## src/rtl/cvp_pwr_target.sv

```systemverilog
// Responder end of the CVP "pwr" 4-phase req/ack interface: a synchronized request performs one
// 64-bit read or byte-masked write on a local register bank. Optional macro CVP_PWR_TGT_RO_ID_EN.
module cvp_pwr_target #(
    parameter int          NUM_REGS  = 16,
    parameter logic [63:0] RESET_VAL = 64'h0,
    parameter logic [63:0] ID_VAL    = 64'hC0DE_0001_0000_0000
) (
    input  logic                     HCLK,
    input  logic                     HRESETn,
    input  logic                     pwr_req,
    input  logic                     pwr_wr_rd,
    input  logic [28:0]              pwr_add,
    input  logic [7:0]               pwr_be,
    input  logic [63:0]              pwr_data,
    output logic                     pwr_ack,
    output logic                     pwr_error,
    output logic [63:0]              pwr_r_data,
    output logic [NUM_REGS*64-1:0]   cfg_regs,
    output logic [NUM_REGS-1:0]      cfg_wr_pulse
);

    typedef enum logic [1:0] {
        IDLE   = 2'd0,
        ACCESS = 2'd1,
        ACK    = 2'd2
    } state_e;

    state_e               state_q, state_d;
    logic                 req_s0_q, req_s_q;
    logic                 wr_rd_q, wr_rd_d;
    logic [28:0]          add_q, add_d;
    logic [7:0]           be_q, be_d;
    logic [63:0]          data_q, data_d;
    logic                 ack_q, ack_d;
    logic                 error_q, error_d;
    logic [63:0]          r_data_q, r_data_d;
    logic [NUM_REGS-1:0]  pulse_q, pulse_d;
    logic [63:0]          regs_q [NUM_REGS];
    logic [63:0]          regs_d [NUM_REGS];
    logic                 range_err, ro_err, err;
    logic [63:0]          rd_word;
    logic [NUM_REGS-1:0]  sel;

    function automatic logic [63:0] merge_bytes(input logic [63:0] old_w,
                                                input logic [63:0] new_w,
                                                input logic [7:0]  be);
        logic [63:0] res;
        res = old_w;
        for (int i = 0; i < 8; i++) begin
            if (be[i]) res[8*i +: 8] = new_w[8*i +: 8];
        end
        return res;
    endfunction

    function automatic logic [63:0] reg_reset_val(input int k);
`ifdef CVP_PWR_TGT_RO_ID_EN
        return (k == 0) ? ID_VAL : RESET_VAL;
`else
        return (k >= 0) ? RESET_VAL : RESET_VAL;
`endif
    endfunction

`ifndef CVP_PWR_TGT_RO_ID_EN
    logic unused_id;
    assign unused_id = ^ID_VAL;
`endif

    // Two-flop synchronizer; the FSM only ever looks at req_s_q.
    always_ff @(posedge HCLK or negedge HRESETn) begin
        if (!HRESETn) begin
            req_s0_q <= 1'b0;
            req_s_q  <= 1'b0;
        end else begin
            req_s0_q <= pwr_req;
            req_s_q  <= req_s0_q;
        end
    end

    // Full address width takes part in the range check, so stray high bits flag an error.
    always_comb begin
        range_err = (add_q >= 29'(NUM_REGS));
        ro_err    = 1'b0;
`ifdef CVP_PWR_TGT_RO_ID_EN
        ro_err    = (add_q == 29'd0) && !wr_rd_q && (be_q != 8'h00);
`endif
        err       = range_err | ro_err;
        sel       = '0;
        rd_word   = '0;
        for (int k = 0; k < NUM_REGS; k++) begin
            if (add_q == 29'(k)) begin
                sel[k]  = 1'b1;
                rd_word = regs_q[k];
            end
        end
    end

    always_ff @(posedge HCLK or negedge HRESETn) begin
        if (!HRESETn) state_q <= IDLE;
        else          state_q <= state_d;
    end

    always_comb begin
        state_d = state_q;
        unique case (state_q)
            IDLE:    if (req_s_q) state_d = ACCESS;
            ACCESS:  state_d = ACK;
            ACK:     if (!req_s_q) state_d = IDLE;
            default: state_d = IDLE;
        endcase
    end

    always_comb begin
        wr_rd_d  = wr_rd_q;
        add_d    = add_q;
        be_d     = be_q;
        data_d   = data_q;
        ack_d    = ack_q;
        error_d  = error_q;
        r_data_d = r_data_q;
        pulse_d  = '0;
        for (int k = 0; k < NUM_REGS; k++) regs_d[k] = regs_q[k];
        unique case (state_q)
            IDLE: begin
                if (req_s_q) begin
                    wr_rd_d = pwr_wr_rd;
                    add_d   = pwr_add;
                    be_d    = pwr_be;
                    data_d  = pwr_data;
                end
            end
            ACCESS: begin
                ack_d   = 1'b1;
                error_d = err;
                if (err) begin
                    r_data_d = '0;
                end else if (wr_rd_q) begin
                    r_data_d = rd_word;
                end else if (be_q != 8'h00) begin
                    for (int k = 0; k < NUM_REGS; k++) begin
                        if (sel[k]) begin
                            regs_d[k]  = merge_bytes(regs_q[k], data_q, be_q);
                            pulse_d[k] = 1'b1;
                        end
                    end
                end
            end
            ACK: begin
                if (!req_s_q) ack_d = 1'b0;
            end
            default: ;
        endcase
`ifdef CVP_PWR_TGT_RO_ID_EN
        regs_d[0] = ID_VAL;
`endif
    end

    always_ff @(posedge HCLK or negedge HRESETn) begin
        if (!HRESETn) begin
            wr_rd_q  <= 1'b0;
            add_q    <= '0;
            be_q     <= '0;
            data_q   <= '0;
            ack_q    <= 1'b0;
            error_q  <= 1'b0;
            r_data_q <= '0;
            pulse_q  <= '0;
            for (int k = 0; k < NUM_REGS; k++) regs_q[k] <= reg_reset_val(k);
        end else begin
            wr_rd_q  <= wr_rd_d;
            add_q    <= add_d;
            be_q     <= be_d;
            data_q   <= data_d;
            ack_q    <= ack_d;
            error_q  <= error_d;
            r_data_q <= r_data_d;
            pulse_q  <= pulse_d;
            for (int k = 0; k < NUM_REGS; k++) regs_q[k] <= regs_d[k];
        end
    end

    assign pwr_ack      = ack_q;
    assign pwr_error    = error_q;
    assign pwr_r_data   = r_data_q;
    assign cfg_wr_pulse = pulse_q;

    for (genvar g = 0; g < NUM_REGS; g++) begin : g_flat
        assign cfg_regs[64*g +: 64] = regs_q[g];
    end

endmodule

```

## config.mk

```make
export PLATFORM = sky130hd
export DESIGN_NAME = cvp_pwr_target
export DESIGN_NICKNAME = d
export VERILOG_FILES = /design/src/rtl/cvp_pwr_target.sv
export SDC_FILE = /design/constraint.sdc
export NUM_CORES = 2
export LEC_CHECK = 0
export ABC_AREA = 1
export ABC_CLOCK_PERIOD_IN_PS = 4800
export BUFFER_PORTS_ARGS = -buffer_cell sky130_fd_sc_hd__buf_4
export CAP_MARGIN = 10
export CELL_PAD_IN_SITES_DETAIL_PLACEMENT = 1
export CELL_PAD_IN_SITES_GLOBAL_PLACEMENT = 2
export CORE_AREA = 10 10 468 470
export DETAILED_ROUTE_END_ITERATION = 10
export DIE_AREA = 0 0 478 480
export PLACE_DENSITY_LB_ADDON = 0.1
export SETUP_SLACK_MARGIN = 0.5
export SLEW_MARGIN = 20
export SYNTH_ARGS = -nofsm -noshare
export SYNTH_HDL_FRONTEND = slang
export SYNTH_SLANG_ARGS = --single-unit
```

## constraint.sdc

```tcl
create_clock -name HCLK -period 4.8 [get_ports HCLK]
set_input_delay 0.48 -clock HCLK [delete_from_list [all_inputs] [get_ports HCLK]]
set_output_delay 0.48 -clock HCLK [all_outputs]
set_load 0.02 [all_outputs]
```

==> impl_metrics.tcl <==
set metrics [dict create \
    run_status "finished, final reports clean" \
    route.detailed.vias_per_inst 4.87 \
    grt_first_pass_wirelength_um 457000 \
    drc 0 \
    floorplan.die.height_um 480 \
    synth_largest_type_area_fraction_pct 57.5 \
    post-synth-top-area-cell "sky130_fd_sc_hd__dfrtp_1" \
    max_freq_mhz 244 \
    drtIter0Drc 4105 \
    share_clk_of_total_power_pct 44.7 \
    global_route_met1_utilization_pct 36.5 \
    power-per-cell-area_nw_per_um2 367 \
    max-slew-margin-rel_pct 20.8 \
    drive_gt1_share_pct 20.7 \
    core-area_um2 209000 \
    clk-insertion-delay-late_ps 850 \
    num-nets-final 7773 \
    placedCellCount 10200 \
    worstHoldPathType "input port to async pin" \
    wl_per_instance_um 31.5 \
    die_area_um2 229000 \
    most_area_consuming_cells_after_synthesis "sky130_fd_sc_hd__dfrtp_1 (58%), sky130_fd_sc_hd__nand2_1 (16%), sky130_fd_sc_hd__o21ai_0 (12%), sky130_fd_sc_hd__inv_1 (3.5%), sky130_fd_sc_hd__nand3_1 (2.9%)" \
    synthesis.instances 6477 \
    placement_rows 168 \
    timing.critical_path.mode_cell "sky130_fd_sc_hd__nand2_1" \
    cts_made_buffers 153 \
    globalRoute.busiestLayer "met2" \
    comb_power_share_pct 13.7 \
    power.leakage_nw 34.8 \
    floorplan.io_pins 1211 \
    clockBufferDepth 3 \
    power.share.switching_pct 32.1 \
    clock_sink_count 1212 \
    timing.clock.skew_ps 38.0 \
    cpPeakStageDelay_ps 850 \
    gp_routability_congestion 0.848 \
    root_buffer "sky130_fd_sc_hd__clkbuf_16" \
    grt_overflow_total 0 \
    crit_chain "nor2_1, nand2_1, nor2_1, nand2_1, nor3_4, inv_2, nor2_2, nand2_4, nor2_4, nand2_1, o21ai_0" \
    tightestPinTransition_ps 1190 \
    cap_violations 0 \
    placement.io_buffers 1210 \
    use_met3_pct 7.41 \
    fillCellCount 24700 \
    drt_pass1_iterations 6 \
    timing.critical_path.required_ps 5520 \
    tritoncts "built" \
    report.final.setup_viol 0 \
    start_util_pct 25.2 \
    critical_path.endpoint_type "flop" \
    place.detailed.hpwl_um 245000 \
    critPathLaunchType "flop" \
    period_share_pct 85.4 \
    whs_ps 228 \
    critical_path.slowest_cell "sky130_fd_sc_hd__nor2_4" \
    htree_num_levels 4 \
    post_synth_instance_area_um2 52700 \
    timing.setup.tns_ps 0 \
    fp.dieW_um 478 \
    crit_fanout 16 \
    drt-total-wl_um 334000 \
    postSynthAreaPerCell_um2 8.14 \
    final-hold-violation-count 0 \
    data_arrival_time_of_the_worst_path_ps 4820 \
    final.min_clock_period_ps 4100 \
    grt_max_degree 143 \
    number_of_global_route_vias_before_repair 52700 \
    finalMaxSlewViolations 0 \
    clk_pin_slew_ps 60 \
    count_of_non_filler_cells_in_the_finished_layout 10600 \
    rsz0062_at_grt "no" \
    worstSetupPathType "flop to flop" \
    power.switching_w 0.00840 \
    use_met2_pct 44.6 \
    synth-seq-area-share_pct 57.5 \
    ir_drop_v 0.000389 \
    synthesis.nets 6582 \
    netlist-cell-type-count 25 \
    final_antenna_net_count 0 \
    number_of_antenna_violations_at_the_first_check_in_global_routing 30 \
    finish.utilization_pct 34.1 \
    postSynthRegisterBits 1212 \
    area.growth.synth_to_final_pct 35.2 \
    synthesis.yosys.warnings 0 \
    intPower_w 0.0178 \
    track_usage_pct 28.1 \
    vias 51700 \
    power.sequential.fraction_pct 41.6 \
]
worst paths after layout:
| kind | from | depth (start not counted) | slack, ps | end |
|---|---|---|---|---|
| hold reg to reg | req_s0_q | 0 | 360 | req_s_q |
| hold / removal | HRESETn | 2 | 230 | data_q[1] |
| max in group asynchronous | HRESETn | 3 | 3030 | cfg_regs[524] |
| setup / recovery | add_q[25] | 11 | 700 | cfg_regs[731] |
| setup reg to reg | add_q[25] | 11 | 700 | cfg_regs[731] |
| min in group HCLK | pwr_req | 2 | 350 | req_s0_q |
area by class of cell:
cell class              instances  area [um^2]  share of cell area, %
repair buffers               1419        11300                   15.9
well taps                    2805         3510                   4.92
diodes                         14         35.0                 0.0492
flip-flops and latches       1212        30300                   42.6
inverters                     500         1910                   2.67
multi-input cells            4382        19200                   27.0
clock buffers                 229         4560                   6.39
clock inverters                48          418                  0.586
state kept, by name (all words and copies together) (netlist names), 2 cells and up:
| register | count |
|---|---|
| state_q | 2 |
| cfg_regs | 1024 |
| cfg_wr_pulse | 16 |
| pwr_r_data | 64 |
| be_q | 8 |
| add_q | 29 |
| data_q | 64 |
synthesized netlist by cell type:
cell	number
sky130_fd_sc_hd__nor2_2	2
sky130_fd_sc_hd__inv_1	489
sky130_fd_sc_hd__nor4_4	4
sky130_fd_sc_hd__o21ai_0	1223
sky130_fd_sc_hd__nand4_1	130
sky130_fd_sc_hd__inv_2	8
sky130_fd_sc_hd__nor4_1	4
sky130_fd_sc_hd__dfrtp_1	1212
sky130_fd_sc_hd__clkbuf_1	332
sky130_fd_sc_hd__nor2_1	359
sky130_fd_sc_hd__buf_1	34
sky130_fd_sc_hd__buf_2	16
sky130_fd_sc_hd__nand3b_1	30
sky130_fd_sc_hd__nor3_1	20
sky130_fd_sc_hd__nand3_1	310
sky130_fd_sc_hd__and3_1	1
sky130_fd_sc_hd__nand2_4	1
sky130_fd_sc_hd__nand2_1	2282
sky130_fd_sc_hd__nor3_4	4
sky130_fd_sc_hd__a21oi_1	2
sky130_fd_sc_hd__buf_6	1
sky130_fd_sc_hd__nor2_4	8
sky130_fd_sc_hd__clkinv_1	3
sky130_fd_sc_hd__nor3_2	1
sky130_fd_sc_hd__o211a_1	1
per-layer routing:
layer | vias up | wire length, um | part of all wire (%)
li1 | 23200 | - | -
met1 | 26500 | 145000 | 43
met2 | 1629 | 151000 | 45
met3 | 383 | 23100 | 6.9
met4 | 8 | 15300 | 4.6
met5 | - | 48 | 0.014
through the flow:
step	setup slack [ps]	area [um^2]	power, W
after floorplan	2160	52700	0.0126
after global placement	699	65000	0.0147
after detailed placement	578	65000	0.0147
after CTS	544	71000	0.0265
after global routing	498	71200	0.0272
final	699	71300	0.0262
layout by cell type (no fill, tap or decap), types with 5 or more instances in the layout:
cell type / instances
sky130_fd_sc_hd__nand2_1: 2271
sky130_fd_sc_hd__buf_4: 1285
sky130_fd_sc_hd__o21ai_0: 1223
sky130_fd_sc_hd__dfrtp_1: 1212
sky130_fd_sc_hd__inv_1: 483
sky130_fd_sc_hd__nor2_1: 354
sky130_fd_sc_hd__nand3_1: 306
sky130_fd_sc_hd__clkbuf_16: 154
sky130_fd_sc_hd__nand4_1: 130
sky130_fd_sc_hd__dlygate4sd3_1: 104
sky130_fd_sc_hd__clkbuf_8: 42
sky130_fd_sc_hd__clkinv_2: 34
sky130_fd_sc_hd__clkbuf_1: 33
sky130_fd_sc_hd__nand3b_1: 30
sky130_fd_sc_hd__buf_12: 29
sky130_fd_sc_hd__nor3_1: 19
sky130_fd_sc_hd__diode_2: 14
sky130_fd_sc_hd__nor2_4: 14
sky130_fd_sc_hd__inv_6: 10
sky130_fd_sc_hd__nand2_4: 8
sky130_fd_sc_hd__inv_4: 7
sky130_fd_sc_hd__nor3_4: 5
kinds of logic (layout without fill, tap and decap cells):
logic type / Yosys count / in the layout / synth area share [%]
compound gates: 1226 / 1226 / 11.6
buf+inv: 883 / 2196 / 6.34
flops: 1212 / 1212 / 57.5
other cells: 0 / 14 / 0
simple gates: 3156 / 3156 / 24.5
power groups by stage:
stage	clock [W]	sequential, W	combinational [W]
after CTS	0.0119	0.0109	0.00369
after floorplan	0	0.0109	0.00166
after global routing	0.0124	0.0109	0.00391
after global placement	0	0.0111	0.00361
after detailed placement	0	0.0111	0.00362
final	0.0117	0.0109	0.00359
critical path: cells and delay by family, from the launching register on:
family                 cells  cell delay (ps)
DFF                        1              370
and+or+nand+nor            9             3090
buffers and inverters      1              130
AOI/OAI and AO/OA          1              360
repair_timing:
item,CTS,global route
hold buffers,104,0
resized for setup,0,1
hold endpoints to repair,184,0
setup buffers,0,14
endpoints found under the setup margin,0,91
Power figures use the tool's default switching activity.
